<file path="src/rtl/pulse_defs.sv">
// Shared definitions for the pulse sequencer: state encoding and default field widths.
package pulse_defs;

    localparam int N_W_DEF   = 16;
    localparam int GAP_W_DEF = 24;
    localparam int TO_W_DEF  = 32;

    typedef enum logic [1:0] {
        S_IDLE = 2'd0,
        S_FIRE = 2'd1,
        S_GAP  = 2'd2,
        S_DONE = 2'd3
    } seq_state_e;

endpackage

</file>
<file path="src/rtl/edge_det.sv">
// Rising-edge detector with a programmable history value after reset, so that a level
// already high when reset releases is not mistaken for a new edge.
module edge_det #(
    parameter logic RST_VAL = 1'b0
) (
    input  logic clk,
    input  logic rst,
    input  logic d_i,
    output logic rise_o
);

    logic prev_q;

    always_ff @(posedge clk) begin
        if (rst) begin
            prev_q <= RST_VAL;
        end else begin
            prev_q <= d_i;
        end
    end

    assign rise_o = d_i & ~prev_q;

endmodule

</file>
<file path="src/rtl/pulse_seq_ctrl.sv">
// Pulse sequencer: raises PL_launch, waits for launch_DL, holds a programmed low gap and
// repeats for the latched pulse count; adds abort, per-pulse watchdog and status flags.
module pulse_seq_ctrl
    import pulse_defs::*;
#(
    parameter int N_W   = N_W_DEF,
    parameter int GAP_W = GAP_W_DEF,
    parameter int TO_W  = TO_W_DEF
) (
    input  logic             clk_Seq,
    input  logic             rst,
    input  logic             seq_start,
    input  logic             seq_abort,
    input  logic [N_W-1:0]   n_pulses,
    input  logic [GAP_W-1:0] gap,
    input  logic [TO_W-1:0]  timeout,
    input  logic             launch_DL,
    output logic             PL_launch,
    output logic             busy,
    output logic             seq_done,
    output logic             fault,
    output logic [N_W-1:0]   pulse_idx
);

    seq_state_e       state_q;
    logic             pl_q;
    logic             busy_q;
    logic             done_q;
    logic             fault_q;
    logic [N_W-1:0]   idx_q;
    logic [N_W-1:0]   n_cfg_q;
    logic [GAP_W-1:0] gap_cfg_q;
    logic [TO_W-1:0]  to_cfg_q;
    logic [GAP_W-1:0] gap_cnt_q;
    logic [TO_W-1:0]  wd_q;

    logic             start_rise;
    logic [N_W-1:0]   idx_d;
    logic             wd_hit_d;

    // History resets high so a start held through reset does not launch a sequence.
    edge_det #(.RST_VAL(1'b1)) u_start_edge (
        .clk    (clk_Seq),
        .rst    (rst),
        .d_i    (seq_start),
        .rise_o (start_rise)
    );

    assign idx_d    = idx_q + 1'b1;
    assign wd_hit_d = (to_cfg_q != '0) && (wd_q == to_cfg_q);

    // NOTE: every register here is assigned with <= so all updates use pre-edge values.
    always_ff @(posedge clk_Seq) begin
        if (rst) begin
            state_q   <= S_IDLE;
            pl_q      <= 1'b0;
            busy_q    <= 1'b0;
            done_q    <= 1'b0;
            fault_q   <= 1'b0;
            idx_q     <= '0;
            n_cfg_q   <= '0;
            gap_cfg_q <= '0;
            to_cfg_q  <= '0;
            gap_cnt_q <= '0;
            wd_q      <= '0;
        end else begin
            done_q <= 1'b0;
            if (seq_abort) begin
                state_q <= S_IDLE;
                pl_q    <= 1'b0;
                busy_q  <= 1'b0;
            end else begin
                case (state_q)
                    S_IDLE: begin
                        if (start_rise) begin
                            n_cfg_q   <= n_pulses;
                            gap_cfg_q <= (gap == '0) ? GAP_W'(1) : gap;
                            to_cfg_q  <= timeout;
                            idx_q     <= '0;
                            fault_q   <= 1'b0;
                            if (n_pulses == '0) begin
                                state_q <= S_DONE;
                            end else begin
                                state_q <= S_FIRE;
                                pl_q    <= 1'b1;
                                busy_q  <= 1'b1;
                                wd_q    <= TO_W'(1);
                            end
                        end
                    end
                    S_FIRE: begin
                        if (wd_hit_d) begin
                            state_q <= S_IDLE;
                            pl_q    <= 1'b0;
                            busy_q  <= 1'b0;
                            fault_q <= 1'b1;
                        end else if (launch_DL) begin
                            pl_q  <= 1'b0;
                            idx_q <= idx_d;
                            if (idx_d == n_cfg_q) begin
                                state_q <= S_DONE;
                                busy_q  <= 1'b0;
                            end else begin
                                state_q   <= S_GAP;
                                gap_cnt_q <= gap_cfg_q;
                            end
                        end else begin
                            wd_q <= wd_q + 1'b1;
                        end
                    end
                    S_GAP: begin
                        // Gap counter holds the remaining low cycles including this one.
                        if (gap_cnt_q == GAP_W'(1)) begin
                            state_q <= S_FIRE;
                            pl_q    <= 1'b1;
                            wd_q    <= TO_W'(1);
                        end else begin
                            gap_cnt_q <= gap_cnt_q - 1'b1;
                        end
                    end
                    S_DONE: begin
                        done_q  <= 1'b1;
                        state_q <= S_IDLE;
                    end
                    default: begin
                        state_q <= S_IDLE;
                    end
                endcase
            end
        end
    end

    assign PL_launch = pl_q;
    assign busy      = busy_q;
    assign seq_done  = done_q;
    assign fault     = fault_q;
    assign pulse_idx = idx_q;

endmodule

</file>
<file path="config.mk">
export PLATFORM = sky130hd
export DESIGN_NAME = pulse_seq_ctrl
export DESIGN_NICKNAME = d
export VERILOG_FILES = /design/src/rtl/pulse_defs.sv /design/src/rtl/edge_det.sv /design/src/rtl/pulse_seq_ctrl.sv
export SDC_FILE = /design/constraint.sdc
export NUM_CORES = 1
export LEC_CHECK = 0
export ABC_CLOCK_PERIOD_IN_PS = 2700
export BUFFER_PORTS_ARGS = -buffer_cell sky130_fd_sc_hd__buf_4
export CAP_MARGIN = 10
export CORE_ASPECT_RATIO = 0.9
export CORE_MARGIN = 3
export CORE_UTILIZATION = 53
export DETAILED_ROUTE_END_ITERATION = 8
export PLACE_DENSITY = 0.83
export SLEW_MARGIN = 20
export SYNTH_ARGS = -nofsm -noshare
export SYNTH_HDL_FRONTEND = slang
export SYNTH_SLANG_ARGS = --single-unit
</file>
<file path="constraint.sdc">
create_clock -name clk_Seq -period 2.7 [get_ports clk_Seq]
set_clock_uncertainty 0.2 [all_clocks]
set_input_delay 0.54 -clock clk_Seq [delete_from_list [all_inputs] [get_ports clk_Seq]]
set_output_delay 0.54 -clock clk_Seq [all_outputs]
set_load 0.02 [all_outputs]
</file>
==> results.json, run 1 <==
{
  "register_area_um2": 3049,
  "dieArea_um2": 16680,
  "fmax_mhz": 352.0,
  "clk-insertion-delay-late_ns": 0.44,
  "drc": 0,
  "synth_warnings": 0,
  "routed_via_density": 6.523,
  "syn_area_per_cell_um2": 8.170,
  "cts_buffers": 17,
  "worst_slack_ns": -0.1408,
  "wire_per_inst_um": 21.01,
  "worstSetupEndpointType": "flip-flop",
  "r2r_cells": 11,
  "drv_cap": 0,
  "setup_violations": 29,
  "worst_setup_hold_path_clk_slew_ns": 0.06,
  "grt_max_degree": 50,
  "n_antenna_cell": 0,
  "firstDrtPassIters": 7,
  "final_common_cell": "buf_4",
  "drive_above_1_share_pct": 33.14,
  "ys_seq_elements": 151,
  "synth_cells": 984,
  "grt.overflow.total": 0,
  "finalCritPeriodShare_pct": 105.2,
  "rsz0062_at_grt": "yes",
  "cp-start-kind": "flip-flop",
  "min_period_ns": 2.841,
  "peakVddDrop_mv": 0.5446,
  "status": "finished, violations left",
  "slew_violations": 0,
  "cts_root_buf": "clkbuf_16",
  "initial_utilization_pct": 54.44,
  "grt_util_all_layers_pct": 31.10,
  "slew_headroom_pct": 67.33,
  "die_h_um": 122.8,
  "drt-total-wl_um": 29640,
  "cp_max_fo": 6,
  "drtIter0Drc": 1504,
  "power.total_uw": 5221,
  "yosysSeqAreaShare_pct": 37.60,
  "multiInputGateArea_um2": 4997,
  "rows": 42,
  "vias": 9204,
  "synth_nets": 1065,
  "fin_nets": 1281,
  "nFillCells": 892,
  "cp.arrival_ns": 3.02,
  "hold_path_depth": 2,
  "core_um2": 14770,
  "utilization_pct": 75.93,
  "num_io_pins": 97,
  "synth_ff_type": "dfxtp_1",
  "violations": "negative setup slack",
  "htree_levels": 4,
  "area_growth_pct": 39.47,
  "hpwlAfterDp_um": 16930,
  "antenna_found_initial": 0,
  "regToRegSetupSlack_ns": -0.14,
  "grt_pass1_wl_um": 41640,
  "antenna_left": 0,
  "hp-class": "in2reg",
  "cts_tree": "built",
  "clk_path_buf_depth": 2,
  "grt_pass1_vias": 8318,
  "synth_edf_count": 0,
  "synth_cell_type_count": 67,
  "cts.sinks": 151,
  "p_per_area_nw_per_um2": 465.6,
  "finalSetupTns_ns": -1.630,
  "io_buffers": 96,
  "netlist_area_um2": 8039,
  "fp.dieW_um": 135.8,
  "required_ns": 2.88,
  "hold_violations": 0,
  "mostFrequentLayoutCells": "243 x buf_4, 167 x nand2_1, 138 x dfxtp_1",
  "async_reset_ff_share_pct": 0,
  "path_class": "reg2reg",
  "tightestPinTransition_ns": 0.4839,
  "gp_congestion": 0.9010,
  "p_leak_uw": 0.004620
}
## worst paths after layout
path | startpoint | endpoint
min reg2reg | n_cfg_q[4] | n_cfg_q[4]
min | seq_start | u_start_edge.prev_q
max reg2reg | to_cfg_q[28] | wd_q[17]
max | to_cfg_q[28] | wd_q[17]
## power breakdown
part | switching [uW] | internal [uW]
registers | 30.0 | 2250
clock network | 990 | 1280
logic | 372 | 290
## sequential cells by signal (all words and copies together) (netlist names)
register	flops
gap_cfg_q	24
wd_q	32
u_start_edge.prev_q	1
pulse_idx	16
to_cfg_q	32
seq_done	1
fault	1
state_q	2
PL_launch	1
n_cfg_q	16
busy	1
gap_cnt_q	24
## repair_timing
item                                    CTS  global route
pin swaps                                20            35
cloned                                    1             2
gates resized for setup                  24            82
buffers inserted                         14            17
hold buffers                              0             0
endpoints found under the setup margin   67            65
## logic make-up after synthesis
kind of cell,Yosys count,share of synthesized area (%)
and+or+nand+nor,415,26.74
buffers and inverters,107,5.587
DFF,151,37.60
adders and majority gates,4,0.6226
xor gates and xnor gates,59,6.428
muxes,5,0.6226
AOI/OAI and AO/OA,243,22.40
## cell type report
class / count / share of cell area (%)
clock inverters: 12 / 0.9374
inverters: 34 / 1.138
repair buffers: 270 / 19.96
flip-flops and latches: 151 / 27.20
multi-input cells: 726 / 44.57
clock buffers: 20 / 3.984
well taps: 198 / 2.210
## per-layer routing
metal / routed length (um) / track usage [%] / share of wire (%)
met4: 1256 / 13.16 / 4.2
met2: 13660 / 48.94 / 46
met1: 11640 / 41.65 / 39
met3: 3078 / 6.516 / 10
met5: 0 / 0 / 0
## worst max-delay path, cell delays in order, from the launching register on
cell and delay [ns]:
dfxtp_1 0.42, xor2_1 0.19, nor4_2 0.35, nand4_1 0.23, buf_4 0.21, nor4_4 0.34, buf_6 0.19, nor4_4 0.04
buf_4 0.17, buf_6 0.13, a21o_1 0.19, a21oi_2 0.12
## per-stage QoR
stage	hold WS, ns	instance area (um2)	setup slack (ns)	std cells
6_report	0.1129	11210	-0.1408	1411
5_1_grt	0.1207	11210	-0.2481	1411
4_1_cts	0.1047	10680	0.007184	1394
3_5_place_dp	0.2538	9874	-0.3523	1348
3_3_place_gp	0.2452	9874	-0.1793	1348
2_1_floorplan	0.2366	8054	0.01673	984
## Yosys cell counts (11+ instances only)
| master | n | share of area (%) |
|---|---|---|
| a21oi_1 | 85 | 5.3 |
| a22o_1 | 21 | 2.3 |
| a31oi_1 | 12 | 0.93 |
| and3_1 | 14 | 1.1 |
| buf_2 | 16 | 1.0 |
| clkbuf_1 | 48 | 2.2 |
| dfxtp_1 | 151 | 38 |
| inv_1 | 34 | 1.6 |
| nand2_1 | 167 | 7.8 |
| nand3_1 | 36 | 2.2 |
| nand4_1 | 41 | 3.2 |
| nor2_1 | 48 | 2.2 |
| nor3_1 | 14 | 0.87 |
| nor4_1 | 37 | 2.9 |
| o21ai_0 | 13 | 0.81 |
| o311ai_0 | 11 | 1.2 |
| o31ai_1 | 11 | 1.0 |
| xnor2_1 | 24 | 2.6 |
| xor2_1 | 35 | 3.8 |
(Power assumes the default switching activity.)
==> run 2, diff against run 1 <==
- CELL_PAD_IN_SITES_DETAIL_PLACEMENT: default -> 1
- CELL_PAD_IN_SITES_GLOBAL_PLACEMENT: default -> 2
- CORE_UTILIZATION: 53 -> 32
==> run 2 against run 1 <==
  * The run still ends with negative setup slack left
  * Sequential cell count stayed put
  * Clock power is 5% higher
  * Via count is 11% lower
  * Sequential power is essentially flat
  * Cell area decreased by 3.1%
  * Critical path depth stayed put
  * Sequential share of layout area grew 0.80 points
  * Non-clock buffer count is 52 lower
  * Largest cell class unchanged
==> results.json, run 2 (synthesized netlist as in run 1, its figures left out) <==
{
  "grt_pass1_wl_um": 44730,
  "die_h_um": 156.4,
  "mostFrequentLayoutCells": "197 x buf_4, 167 x nand2_1, 137 x dfxtp_1",
  "dieArea_um2": 27060,
  "reg.largest.list": "to_cfg_q (32), wd_q (32)",
  "hp-class": "in2reg",
  "n_antenna_cell": 0,
  "violations": "negative setup slack",
  "cp-start-kind": "flip-flop",
  "clk-insertion-delay-late_ns": 0.43,
  "drv_cap": 0,
  "hpwlAfterDp_um": 20040,
  "rows": 54,
  "vias": 8186,
  "tightestPinTransition_ns": 0.7554,
  "firstDrtPassIters": 4,
  "place_ws_ns": -0.1958,
  "slew_violations": 0,
  "fmax_mhz": 361.9,
  "p_per_area_nw_per_um2": 485.5,
  "antenna_left": 0,
  "hold_violations": 0,
  "grt_max_degree": 50,
  "status": "finished, violations left",
  "grt.overflow.total": 0,
  "clk_path_buf_depth": 2,
  "grt_util_all_layers_pct": 20.55,
  "initial_utilization_pct": 32.87,
  "worst_slack_ns": -0.06286,
  "drive_above_1_share_pct": 30.17,
  "htree_levels": 4,
  "routed_via_density": 5.472,
  "core_um2": 24460,
  "io_buffers": 96,
  "required_ns": 2.80,
  "peakVddDrop_mv": 0.3526,
  "worstSetupEndpointType": "flip-flop",
  "fp.dieW_um": 173.1,
  "rsz0062_at_grt": "yes",
  "min_period_ns": 2.763,
  "fin_nets": 1229,
  "path_class": "reg2reg",
  "antenna_found_initial": 0,
  "p_leak_uw": 0.004308,
  "cts.sinks": 151,
  "finalCritPeriodShare_pct": 102.3,
  "cp.arrival_ns": 2.87,
  "cp_max_fo": 6,
  "cts_root_buf": "clkbuf_16",
  "cts_tree": "built",
  "hold_ws_ns": 0.1253,
  "drc": 0,
  "slew_headroom_pct": 49.59,
  "gp_congestion": 0.8646,
  "num_io_pins": 97,
  "wire_per_inst_um": 19.37,
  "grt_pass1_vias": 8034,
  "worst_setup_hold_path_clk_slew_ns": 0.07,
  "cts_buffers": 17,
  "drt-total-wl_um": 28980,
  "drtIter0Drc": 508,
  "setup_violations": 18,
  "area_growth_pct": 35.19,
  "final_common_cell": "buf_4"
}
## run 2: cell types whose count changed in the layout (fill, tap and decap cells not counted), moves of 4 or more
cell / previous run / this run
buf_4: 243 / 197
buf_6: 15 / 10
a311oi_1: 9 / 5
a311oi_2: 1 / 5
nor4_1: 24 / 28
dfxtp_2: 9 / 13
## run 2: worst max-delay path: stages (launching register included)
cell and delay [ns]:
dfxtp_4 0.38, buf_6 0.12, and4_4 0.21, nand4_1 0.13, o32a_1 0.39, a211oi_2 0.35, buf_4 0.19, nand4_1 0.10
buf_4 0.18, clkbuf_16 0.16, nand4_1 0.12, o311ai_2 0.11
## run 2: stage by stage
step                utilization (%)  cell area, um2  setup TNS [ns]  cells  total power, uW
CTS                           42.58           10410               0   1475             5254
finish                        44.43           10870         -0.5381   1496             5277
global route                  44.43           10870          -5.043   1496             5467
global placement              39.80            9734          -1.791   1441             2865
detailed placement            39.81            9737          -3.450   1441             2873
floorplan                         -            8054               0    984             2601
## run 2: what timing repair did
action	4_1_cts	5_1_grt
hold buffers	0	0
pin swaps	4	30
buffers inserted	3	18
endpoints found under the setup margin	39	67
resized for setup	17	70
cloned	0	4
## run 2: final timing paths
check | start | end | slack [ns] | depth (start not counted)
worst max-delay path | pulse_idx[0] | gap_cnt_q[20] | -0.06 | 11
worst min-delay path | seq_start | u_start_edge.prev_q | 0.13 | 2
worst max register to register | pulse_idx[0] | gap_cnt_q[20] | -0.06 | 11
worst min register to register | gap_cfg_q[17] | gap_cfg_q[17] | 0.26 | 2
## run 2: cell type report
cell class	instances	area [um2]
clock buffers	19	442.9
clock inverters	12	127.6
fillers	2911	13590
inverters	34	127.6
multi-input cells	726	4905
flip-flops and latches	151	3043
well taps	336	420.4
repair buffers	218	1802
## run 2: routing by layer
| layer | up-vias | global-route usage (%) | routed length, um |
|---|---|---|---|
| li1 | 3953 | - | - |
| met1 | 4047 | 30.01 | 14610 |
| met2 | 160 | 31.67 | 12950 |
| met3 | 26 | 3.857 | 1094 |
| met4 | 0 | 4.284 | 319 |
| met5 | - | 0 | 0 |
## run 2: power breakdown
part	internal [uW]	switching (uW)	leakage [uW]
logic	255	339	0.00281
clock network	1380	1020	0.000271
registers	2260	32.1	0.00123
